File: src/rtl/serial_adder.sv
// Bit-serial WIDTH-bit adder around a single one-bit Full_adder cell, LSB first.
// Define SERIAL_ADDER_SUB_EN to add the `sub` port (a - b via inverted B and carry-in of 1).

module Full_adder (
    input  logic A,
    input  logic B,
    input  logic Cin,
    output logic S,
    output logic Cout
);
    assign S    = A ^ B ^ Cin;
    assign Cout = (A & B) | (Cin & (A ^ B));
endmodule

module serial_adder #(
    parameter int unsigned WIDTH = 8
) (
    input  logic             clk,
    input  logic             rst_n,
    input  logic             start,
    input  logic [WIDTH-1:0] a,
    input  logic [WIDTH-1:0] b,
    input  logic             cin,
`ifdef SERIAL_ADDER_SUB_EN
    input  logic             sub,
`endif
    output logic             busy,
    output logic             done,
    output logic [WIDTH-1:0] sum,
    output logic             cout,
    output logic             ovf
);
    localparam int unsigned CW = $clog2(WIDTH);

    typedef enum logic [1:0] {StIdle, StRun, StDone} state_e;

    state_e          state;
    logic [WIDTH-1:0] a_sr, b_sr, res_sr;
    logic             carry_reg;
    logic [CW-1:0]    cnt;
    logic             cell_s, cell_cout;
    logic [WIDTH-1:0] b_load;
    logic             carry_load;

    Full_adder u_cell (
        .A    (a_sr[0]),
        .B    (b_sr[0]),
        .Cin  (carry_reg),
        .S    (cell_s),
        .Cout (cell_cout)
    );

`ifdef SERIAL_ADDER_SUB_EN
    assign b_load     = sub ? ~b : b;
    assign carry_load = sub ? 1'b1 : cin;
`else
    assign b_load     = b;
    assign carry_load = cin;
`endif

    always_ff @(posedge clk) begin
        if (!rst_n) begin
            state     <= StIdle;
            a_sr      <= '0;
            b_sr      <= '0;
            res_sr    <= '0;
            carry_reg <= 1'b0;
            cnt       <= '0;
            busy      <= 1'b0;
            done      <= 1'b0;
            sum       <= '0;
            cout      <= 1'b0;
            ovf       <= 1'b0;
        end else begin
            done <= 1'b0;
            unique case (state)
                StIdle, StDone: begin
                    if (start) begin
                        a_sr      <= a;
                        b_sr      <= b_load;
                        carry_reg <= carry_load;
                        cnt       <= '0;
                        busy      <= 1'b1;
                        state     <= StRun;
                    end else begin
                        busy  <= 1'b0;
                        state <= StIdle;
                    end
                end
                StRun: begin
                    a_sr      <= a_sr >> 1;
                    b_sr      <= b_sr >> 1;
                    res_sr    <= {cell_s, res_sr[WIDTH-1:1]};
                    carry_reg <= cell_cout;
                    cnt       <= cnt + CW'(1);
                    if (cnt == CW'(WIDTH - 1)) begin
                        // carry_reg here is the carry into the MSB
                        sum   <= {cell_s, res_sr[WIDTH-1:1]};
                        cout  <= cell_cout;
                        ovf   <= carry_reg ^ cell_cout;
                        busy  <= 1'b0;
                        done  <= 1'b1;
                        state <= StDone;
                    end
                end
                default: begin
                    busy  <= 1'b0;
                    state <= StIdle;
                end
            endcase
        end
    end
endmodule

File: config.mk
export PLATFORM = sky130hd
export DESIGN_NAME = serial_adder
export DESIGN_NICKNAME = d
export VERILOG_FILES = /design/src/rtl/serial_adder.sv
export SDC_FILE = /design/constraint.sdc
export NUM_CORES = 1
export LEC_CHECK = 0
export BUFFER_PORTS_ARGS = -buffer_cell sky130_fd_sc_hd__buf_2
export CORE_MARGIN = 2
export CORE_UTILIZATION = 55
export CTS_CLUSTER_DIAMETER = 80
export DETAILED_ROUTE_END_ITERATION = 10
export PLACE_DENSITY = 0.79
export SYNTH_ARGS = -nofsm -noshare
export SYNTH_HDL_FRONTEND = slang
export SYNTH_SLANG_ARGS = --single-unit
File: constraint.sdc
create_clock -name clk -period 2.23 [get_ports clk]
set_input_delay 0.3345 -clock clk [delete_from_list [all_inputs] [get_ports clk]]
set_output_delay 0.3345 -clock clk [all_outputs]
set_load 0.005 [all_outputs]
After elaboration in Yosys (flattened, before gate mapping)

Index checks and enable logic that the tools add are counted.

Word-level logic and storage cells: 44
Register bits after elaboration: 42
Input port bits: 20
Output and inout bits: 12

Mux-type cells: 15
Bitwise operators: 6
$add $sub $neg: 1
Reductions and logical operators: 6
Eq/ne operators: 5

Operators by type and width:

| operator              | number |
|---|---|
| $pmux W8 S2           | 2 |
| $mux W8               | 2 |
| $pmux W3 S2           | 1 |
| $reduce_and A2 Y1     | 3 |
| $mux W1               | 5 |
| $ne A2 B2 Y1 const B  | 2 |
| $pmux W1 S2           | 2 |
| $pmux W2 S2           | 1 |
| $add A3 B1 Y3 const B | 1 |
| $eq A3 B3 Y1 const B  | 1 |
| $mux W3               | 1 |
| $xor A1 B1 Y1         | 3 |
| $and A1 B1 Y1         | 2 |
| $eq A2 B1 Y1 const B  | 1 |
| $eq A2 B2 Y1 const B  | 1 |
| $logic_not A2 Y1      | 1 |
| $mux W2               | 1 |
| $reduce_bool A2 Y1    | 1 |
| $reduce_or A2 Y1      | 1 |
| $or A1 B1 Y1          | 1 |

Depth between registers and ports, before layout

Gate-level depths: netlist of the first run.

Depth after elaboration: 4
Gate-level depth with buffers: 6

Modules after synthesis

Synthesis of the first run repeated with hierarchy kept, for this count alone.

Cells, all modules: 197
Area total of the unflattened synthesis: 1,662.8 µm²

Modules (own cells, without submodules):

| module       | area an instance (µm²) | cells each | times used | seq. area each (µm²) |
|---|---|---|---|---|
| serial_adder | 1,642.8                | 196        | 1          | 820.8 |
| Full_adder   | 20.0                   | 1          | 1          | 0.0 |

Least setup slack after synthesis of the first run

No wires, ideal clock.

Kind: register -> register
Start: reg cnt[0]
End: reg ovf
Setup slack: 0.878 ns
Period minus slack after synthesis: 1.352 ns
Data required time: 2.114 ns
Path buffers: 1
Stages on the path, launching flop included: 6
Arrival: 1.236 ns
Path through: dfxtp_1 > ha_1 > ha_1 > and3b_1 > buf_4 > o211a_1

Cells in the longest elaborated chain, start to end: 2

RTL lines:

| item                               | line | text |
|---|---|---|
| start, declared                    | 40   | `logic [CW-1:0] cnt;` |
| start signal, assigned             | 95   | `cnt <= cnt + CW'(1);` |
| $eq A3 B3 Y1                       | 96   | `if (cnt == CW'(WIDTH - 1)) begin` |
| $reduce_and A2 Y1 (no source line) | --   |  |
| end signal, assigned               | 100  | `ovf <= carry_reg ^ cell_cout;` |
| end, declared                      | 31   | `output logic ovf` |

No other way between the ends.
A chain may end at the register's enable or synchronous reset.

Worst setup path after layout of the first run

Start: reg state[0]
End: reg cnt[0]

Cells in the longest elaborated chain, start to end: 4
Elaborated cells between the ends (all ways): 8
Classes of those cells: eq/ne: 3; mux: 1; reduce/logical: 4

RTL lines:

| item                                                                       | line | text |
|---|---|---|
| start, declared                                                            | 37   | `state_e state;` |
| start signal, assigned                                                     | 63   | `state <= StIdle;` |
| start signal, assigned                                                     | 84   | `state <= StRun;` |
| start signal, assigned                                                     | 87   | `state <= StIdle;` |
| $eq A2 B2 Y1 / $logic_not A2 Y1 (equally long branches)                    | 76   | `unique case (state)` |
| $reduce_or A2 Y1                                                           | 76   |  |
| $ne A2 B2 Y1 (no source line) / $reduce_bool A2 Y1 (equally long branches) | --   |  |
| $reduce_and A2 Y1 (no source line)                                         | --   |  |

Parallel ways exist; a longest one is shown, timed or not.

==> impl_metrics.ini, run 1 <==
[run_status]
status = finished, final reports clean

[clock_network]
clkTransAtPathRegs_ns = 0.11
numCtsBuffers = 5
ctsResizeCount = 0
cts_setup_buffers = 0
cts_hold_buf = 0
clock_sinks = 41
htreeDepth = 2
cts-root-buf = clkbuf_4
insertion_delay_ns = 0.34
cts_tree = yes
cts_buffer_depth = 2

[drt]
postRouteWirelength_mm = 3.01
wl_per_cell_microns = 11.8
drc_errors = 0
vias = 1388
ant_nets = 0
routed_via_density = 5.46
first_pass_iters = 4
drt_iter0_drc = 61

[timing]
slew_headroom = 0.483
min_period_ns = 1.52
setup_ws_ns = 0.712
rsz0062_at_grt = no
fmax_ghz = 0.659
finalCritPeriodShare = 0.681
worst_slew_pin_slew_ns = 0.775
setup_viol = 0
finClkSkew_ns = 0.00422
maxSlewViolCount = 0
setup_tns_ns = 0
hold_viol_final = 0

[logic_synthesis]
synth_top_cell_by_area = dfxtp_1
ys_types = 23
synthFlopType = dfxtp_1
ys_warn_count = 0
synth_edf_count = 0
syn-num-nets = 220
synth_common_cells = nand2_1, dfxtp_1, o21ai_0
synthCells = 197
yosysSeqAreaShare = 0.492
synth_top_area_frac = 0.492
synthTopCellsByArea = dfxtp_1, nand2_1, a31oi_1
synth_most_common_cell = nand2_1
syn_area_sq_um = 1670
ys_async_sr_fraction = 0
ys_seq_elements = 41
avgSynthCellArea_sq_um = 8.46

[layout]
final_util = 0.647
reg.largest.list = a_sr x8, b_sr x8, sum x8
stdcell_count = 254
layout-drive-gt1-share = 0.170
diodes = 0
multi_input_area_sq_um = 752
area_growth_syn_to_layout_pct = 9.84
num-nets-final = 245
register_area_sq_um = 821
fillers = 255

[grt]
antenna_found_initial = 0
overflow = 0
grt_use_total = 0.202
grt_max_degree = 42
use_met2 = 0.335
grt_busiest_layer = met2
grt_pass1_vias = 1247
use_met3 = 0.0677
grtUsageMet1 = 0.241
grt_pass1_wl_mm = 5.31

[power]
combinationalPowerShare = 0.108
share_seq_of_total_power = 0.621
cellLeakagePower_nw = 0.746
powerDensity_nw_per_um2 = 694
clkPwrFrac = 0.271
power_switching_mw = 0.320
swShare = 0.252
p_int_mw = 0.951
ir_worst_vdd_mv = 0.391

[setup_path]
critPathMaxStageDelay_ns = 0.51
critPathCaptureType = flip-flop
crit_chain = nand2b_1 -> and3_1 -> o21a_1
required_ns = 2.48
cp_max_fo = 22
cp-start-kind = flip-flop
critPathArrivalTime_ns = 1.77
critical_path_class = reg2reg
reg2reg_slack_ns = 0.71
cpMaxStageDelayCell = nand2b_1

[job]
drv_cap = 0

[die]
ioPinCount = 32
start_util = 0.589
core_area_sq_um = 2830
fp-row-count = 19
die_w_microns = 59.0
fp.dieH_microns = 59.0
design.die.area_sq_um = 3490

[placed_design]
port_buffers = 31
dp_slack_ns = 0.733
globalplace.congestion = 0.687
dp_hpwl_mm = 2.09
dp_cells = 246

[hold_path]
hold_class = in2reg
## cells by family after synthesis
logic type / after synthesis / share of synthesized area
buffers and inverters: 15 / 0.0563
AO/OA/AOI/OAI: 54 / 0.209
AND/OR/NAND/NOR: 83 / 0.209
XOR/XNOR: 1 / 0.00526
flip-flops: 41 / 0.492
adder cells (fa/ha/maj): 3 / 0.0270
## final cells by class
type / count / area share
Sequential cell: 41 / 0.448
Multi-Input combinational cell: 141 / 0.411
Clock buffer: 8 / 0.0267
Tap cell: 31 / 0.0212
Timing Repair Buffer: 33 / 0.0930
## power groups by stage
stage / clock [mW] / sequential, mW / combinational (mW)
2_1_floorplan: 0 / 0.800 / 0.112
3_3_place_gp: 0 / 0.804 / 0.131
3_5_place_dp: 0 / 0.805 / 0.138
4_1_cts: 0.358 / 0.789 / 0.138
5_1_grt: 0.391 / 0.795 / 0.159
6_report: 0.344 / 0.789 / 0.137
## final timing paths
check / startpoint / end / cells after the start
max: state[0] / cnt[0] / 3
min: b[7] / b_sr[7] / 3
max reg2reg: state[0] / cnt[0] / 3
min reg2reg: sum[5] / sum[5] / 2
## through the flow
| stage | area, sq um | power, mW | hold WS [ns] |
|---|---|---|---|
| after floorplan | 1670 | 0.913 | 0.431 |
| after global placement | 1780 | 0.935 | 0.437 |
| after detailed placement | 1780 | 0.943 | 0.444 |
| after CTS | 1830 | 1.28 | 0.209 |
| after global routing | 1830 | 1.35 | 0.214 |
| final | 1830 | 1.27 | 0.218 |
## metal layers
layer  part of all wire  vias to the layer above
li1                   -                      712
met1               0.44                      630
met2               0.48                       39
met3              0.059                        7
met4              0.017                        0
met5                  0                        -
## cell usage in the layout, fill, tap and decap left out
cell type / Yosys / final
nand2b_1: 2 / 2
nand2_1: 67 / 67
a21boi_1: 11 / 11
clkbuf_4: 0 / 5
ha_1: 2 / 2
o21ai_0: 16 / 16
nand3_1: 4 / 4
o21a_1: 1 / 1
nor2b_1: 2 / 2
and3_1: 1 / 1
nand3b_1: 2 / 2
a31oi_1: 15 / 15
a21boi_0: 10 / 10
fa_1: 1 / 1
and3b_1: 1 / 1
xnor2_1: 1 / 1
clkbuf_1: 4 / 3
o211a_1: 1 / 1
and2_1: 3 / 3
dfxtp_1: 41 / 41
nor2_1: 1 / 1
buf_4: 7 / 2
buf_2: 3 / 31
## worst max-delay path: cells and delay by family (launching register included)
kind / cells / cell delay [ns]
compound gates: 1 / 0.17
flops: 1 / 0.36
simple gates: 2 / 0.89
(Power assumes the default switching activity.)
==> run 2, diff against run 1 <==
--- a/config.mk
+++ b/config.mk
@@ -7,10 +7,10 @@
 export LEC_CHECK = 0
 export BUFFER_PORTS_ARGS = -buffer_cell sky130_fd_sc_hd__buf_2
 export CORE_MARGIN = 2
-export CORE_UTILIZATION = 55
+export CORE_UTILIZATION = 53
 export CTS_CLUSTER_DIAMETER = 80
 export DETAILED_ROUTE_END_ITERATION = 10
-export PLACE_DENSITY = 0.79
+export PLACE_DENSITY = 0.77
 export SYNTH_ARGS = -nofsm -noshare
 export SYNTH_HDL_FRONTEND = slang
 export SYNTH_SLANG_ARGS = --single-unit
==> constraint.sdc (replaced) <==
create_clock -name clk -period 1.6 [get_ports clk]
set_input_delay 0.24 -clock clk [delete_from_list [all_inputs] [get_ports clk]]
set_output_delay 0.24 -clock clk [all_outputs]
set_load 0.005 [all_outputs]
==> impl_metrics.ini, run 2 (synthesized netlist as in run 1, its figures left out) <==
[setup_path]
path_delay_family = adder cells
critPathLaunch = cnt[0]
critPathCaptureType = flip-flop
cpMaxStageDelayCell = dfxtp_1
cp_max_fo = 13
crit_chain = ha_1 -> ha_1 -> and3b_2 -> o211a_1
critPathMaxStageDelay_ns = 0.34
reg2reg_slack_ns = 0.23
worstReg2RegStart = cnt[0]
cp-start-kind = flip-flop
critical_path_class = reg2reg
required_ns = 1.86
crit_top_cell = ha_1
critPathArrivalTime_ns = 1.62
cp_num_buf_inv = 0

[power]
cellLeakagePower_nw = 0.789
powerDensity_nw_per_um2 = 1040
ir_worst_vdd_mv = 0.576

[die]
core_area_sq_um = 3030
start_util = 0.550
fp-row-count = 20
ioPinCount = 32
die_w_microns = 60.1
fp.dieH_microns = 60.1
design.die.area_sq_um = 3610

[layout]
area_growth_syn_to_layout_pct = 15.6
fin_area_sq_um = 1930
layout-drive-gt1-share = 0.198
reg.largest.list = a_sr x8, b_sr x8, sum x8
layout_common_cells = nand2_1, dfxtp_1, buf_2
diodes = 0
num-nets-final = 249
final_common_cell = nand2_1

[job]
drv_cap = 0

[run_status]
status = finished, final reports clean

[drt]
ant_nets = 0
postRouteWirelength_mm = 2.94
wl_per_cell_microns = 10.9
vias = 1353
routed_via_density = 4.99
drc_errors = 0
drt_iter0_drc = 47
first_pass_iters = 4

[timing]
worst_slew_pin_slew_ns = 0.490
setup_tns_ns = 0
rsz0062_at_grt = no
slew_headroom = 0.673
min_period_ns = 1.37
maxSlewViolCount = 0
setup_viol = 0
finClkSkew_ns = 0.0109
fmax_ghz = 0.730
hold_viol_final = 0
finalCritPeriodShare = 0.856

[placed_design]
place_area_sq_um = 1840
dp_hpwl_mm = 1.98
port_buffers = 31
globalplace.congestion = 0.706

[clock_network]
cts_buffer_depth = 2
numCtsBuffers = 5
cts_hold_buf = 0
htreeDepth = 2
ctsResizeCount = 0
clkTransAtPathRegs_ns = 0.12
cts_tree = yes
cts_setup_buffers = 0
insertion_delay_ns = 0.35
clock_sinks = 41
cts-root-buf = clkbuf_4

[grt]
grt_pass1_vias = 1180
grt_use_total = 0.184
grt_max_degree = 36
antenna_found_initial = 0
overflow = 0
grt_pass1_wl_mm = 4.91

[hold_path]
hold_class = in2reg
hp-start = b[7]
-- run 2: changes by cell type in the layout (fill, tap and decap cells not counted), sizes merged --
cell / delta
buf: +4
clkbuf: -1
bufinv: +1
-- run 2: final timing paths --
path / to / depth (start not counted)
worst max register to register: ovf / 4
worst max-delay path: ovf / 4
worst min register to register: sum[3] / 2
worst min-delay path: b_sr[7] / 3
-- run 2: worst register-to-register path: cells and delay by family, from the launching register on --
kind                       cells  cell delay [ns]
DFF                            1             0.34
AOI/OAI and AO/OA              1             0.22
adders and majority gates      2             0.42
and+or+nand+nor                1             0.31
-- run 2: cell type report --
| cell class | instances | area, sq um |
|---|---|---|
| fillers | 288 | 1100 |
| flip-flops and latches | 41 | 821 |
| multi-input cells | 141 | 753 |
| repair buffers | 37 | 213 |
| clock buffers | 7 | 55.1 |
| well taps | 44 | 55.1 |
| clock inverters | 1 | 30.0 |
-- run 2: power breakdown --
group,switching (mW),internal (mW)
Combinational,0.113,0.0934
Sequential,0.0298,1.07
Clock,0.322,0.373
Total,0.465,1.54
-- run 2: metrics by stage --
stage                     utilization  std cells  power, mW  hold WS (ns)  worst slack [ns]
final                           0.636        271       2.00         0.117             0.231
after global routing            0.636        271       2.09         0.107             0.125
after floorplan                     -        197       1.27         0.375             0.248
after CTS                       0.636        271       2.02         0.105             0.136
after detailed placement        0.608        263       1.33         0.445             0.154
after global placement          0.608        263       1.33         0.440             0.219
-- run 2: layer usage --
layer	wire length (microns)	global-route usage	share of wire	vias to the layer above
met3	143	0.0649	0.049	8
met1	1460	0.224	0.50	593
met5	0	0	0	-
met2	1260	0.280	0.43	33
li1	-	-	-	719
met4	76	0.105	0.026	0
==> run 3, diff against run 2 <==
--- a/config.mk
+++ b/config.mk
@@ -10,6 +10,7 @@
 export CORE_UTILIZATION = 53
 export CTS_CLUSTER_DIAMETER = 80
 export DETAILED_ROUTE_END_ITERATION = 10
+export MAX_ROUTING_LAYER = met4
 export PLACE_DENSITY = 0.77
 export SYNTH_ARGS = -nofsm -noshare
 export SYNTH_HDL_FRONTEND = slang
==> impl_metrics.ini, run 3 (synthesized netlist as in run 1, its figures left out) <==
[setup_path]
critPathMaxStageDelay_ns = 0.34
critPathCaptureType = flip-flop
crit_chain = ha_1 -> ha_1 -> and3b_2 -> o211a_1
critical_path_class = reg2reg
cpMaxStageDelayCell = dfxtp_1
critPathArrivalTime_ns = 1.63
cp_max_fo = 13
required_ns = 1.86
crit_top_cell = ha_1
cp-start-kind = flip-flop

[placed_design]
globalplace.congestion = 0.714
place_area_sq_um = 1840
dp_slack_ns = 0.154
dp_hpwl_mm = 1.98
port_buffers = 31

[timing]
fmax_ghz = 0.730
maxSlewViolCount = 0
hold_viol_final = 0
finalCritPeriodShare = 0.856
setup_tns_ns = 0
rsz0062_at_grt = no
slew_headroom = 0.672
finClkSkew_ns = 0.0109
setup_viol = 0
setup_ws_ns = 0.231
worst_slew_pin_slew_ns = 0.491
min_period_ns = 1.37

[drt]
routed_via_density = 5.01
vias = 1357
drc_errors = 0
postRouteWirelength_mm = 2.95
first_pass_iters = 4
drt_iter0_drc = 46
wl_per_cell_microns = 10.9
ant_nets = 0

[layout]
register_area_sq_um = 821
final_util = 0.636
area_growth_syn_to_layout_pct = 15.6
layout-drive-gt1-share = 0.198
final_common_cell = nand2_1
num-nets-final = 249
layout_common_cells = nand2_1, dfxtp_1, buf_2
multi_input_area_sq_um = 753
fin_area_sq_um = 1930
reg.largest.list = a_sr x8, b_sr x8, sum x8
diodes = 0
fillers = 288

[clock_network]
numCtsBuffers = 5
cts_buffer_depth = 2
clkTransAtPathRegs_ns = 0.12
cts_tree = yes
insertion_delay_ns = 0.35
clock_sinks = 41
cts-root-buf = clkbuf_4
htreeDepth = 2

[die]
die_w_microns = 60.1
design.die.area_sq_um = 3610
fp.dieH_microns = 60.1
fp-row-count = 20
core_area_sq_um = 3030
start_util = 0.550
ioPinCount = 32

[power]
cellLeakagePower_nw = 0.789
ir_worst_vdd_mv = 0.576
powerDensity_nw_per_um2 = 1040
power_mw = 2.00

[run_status]
status = finished, final reports clean

[grt]
grt_pass1_vias = 1180
overflow = 0
grt_max_degree = 36
grt_pass1_wl_mm = 4.91
grt_use_total = 0.189
antenna_found_initial = 0

[hold_path]
hold_class = in2reg

[job]
drv_cap = 0
[run 3: worst paths after layout]
check	depth (start not counted)	slack [ns]	to	from
worst min-delay path	3	0.12	b_sr[7]	b[7]
worst max register to register	4	0.23	ovf	cnt[0]
worst max-delay path	4	0.23	ovf	cnt[0]
worst min register to register	2	0.46	sum[3]	sum[3]
[run 3: layer usage]
metal,vias up,track usage,routed length (microns)
met1,597,0.224,1470
li1,719,-,-
met5,-,-,0
met2,33,0.280,1260
met4,0,0.105,74
met3,8,0.0649,142
[run 3: critical path, delay by kind of cell (launching register included)]
family / cells / cell delay [ns]
flip-flops: 1 / 0.34
adder cells (fa/ha/maj): 2 / 0.42
AND/OR/NAND/NOR: 1 / 0.31
AO/OA/AOI/OAI: 1 / 0.22
[run 3: per-stage QoR]
stage	hold WS (ns)	instances
global placement	0.440	263
detailed placement	0.445	263
floorplan	0.375	197
global route	0.107	271
finish	0.116	271
CTS	0.105	271
[run 3: repair_timing]
item	in CTS	in global routing
hold buffers	0	0
endpoints found under the setup margin	0	4
buffers inserted	0	0
resized for setup	0	1
[run 3: final cells by class]
type / count / share of cell area
clock buffers: 7 / 0.0286
clock inverters: 1 / 0.0156
multi-input cells: 141 / 0.391
flip-flops and latches: 41 / 0.426
well taps: 44 / 0.0286
repair buffers: 37 / 0.110
[run 3: power by group]
part	switching (mW)	leakage (nW)	internal (mW)	total, mW
Sequential	0.0299	0.335	1.07	1.10
Clock	0.323	0.0455	0.373	0.697
Combinational	0.113	0.409	0.0934	0.207
Total	0.467	0.789	1.54	2.00
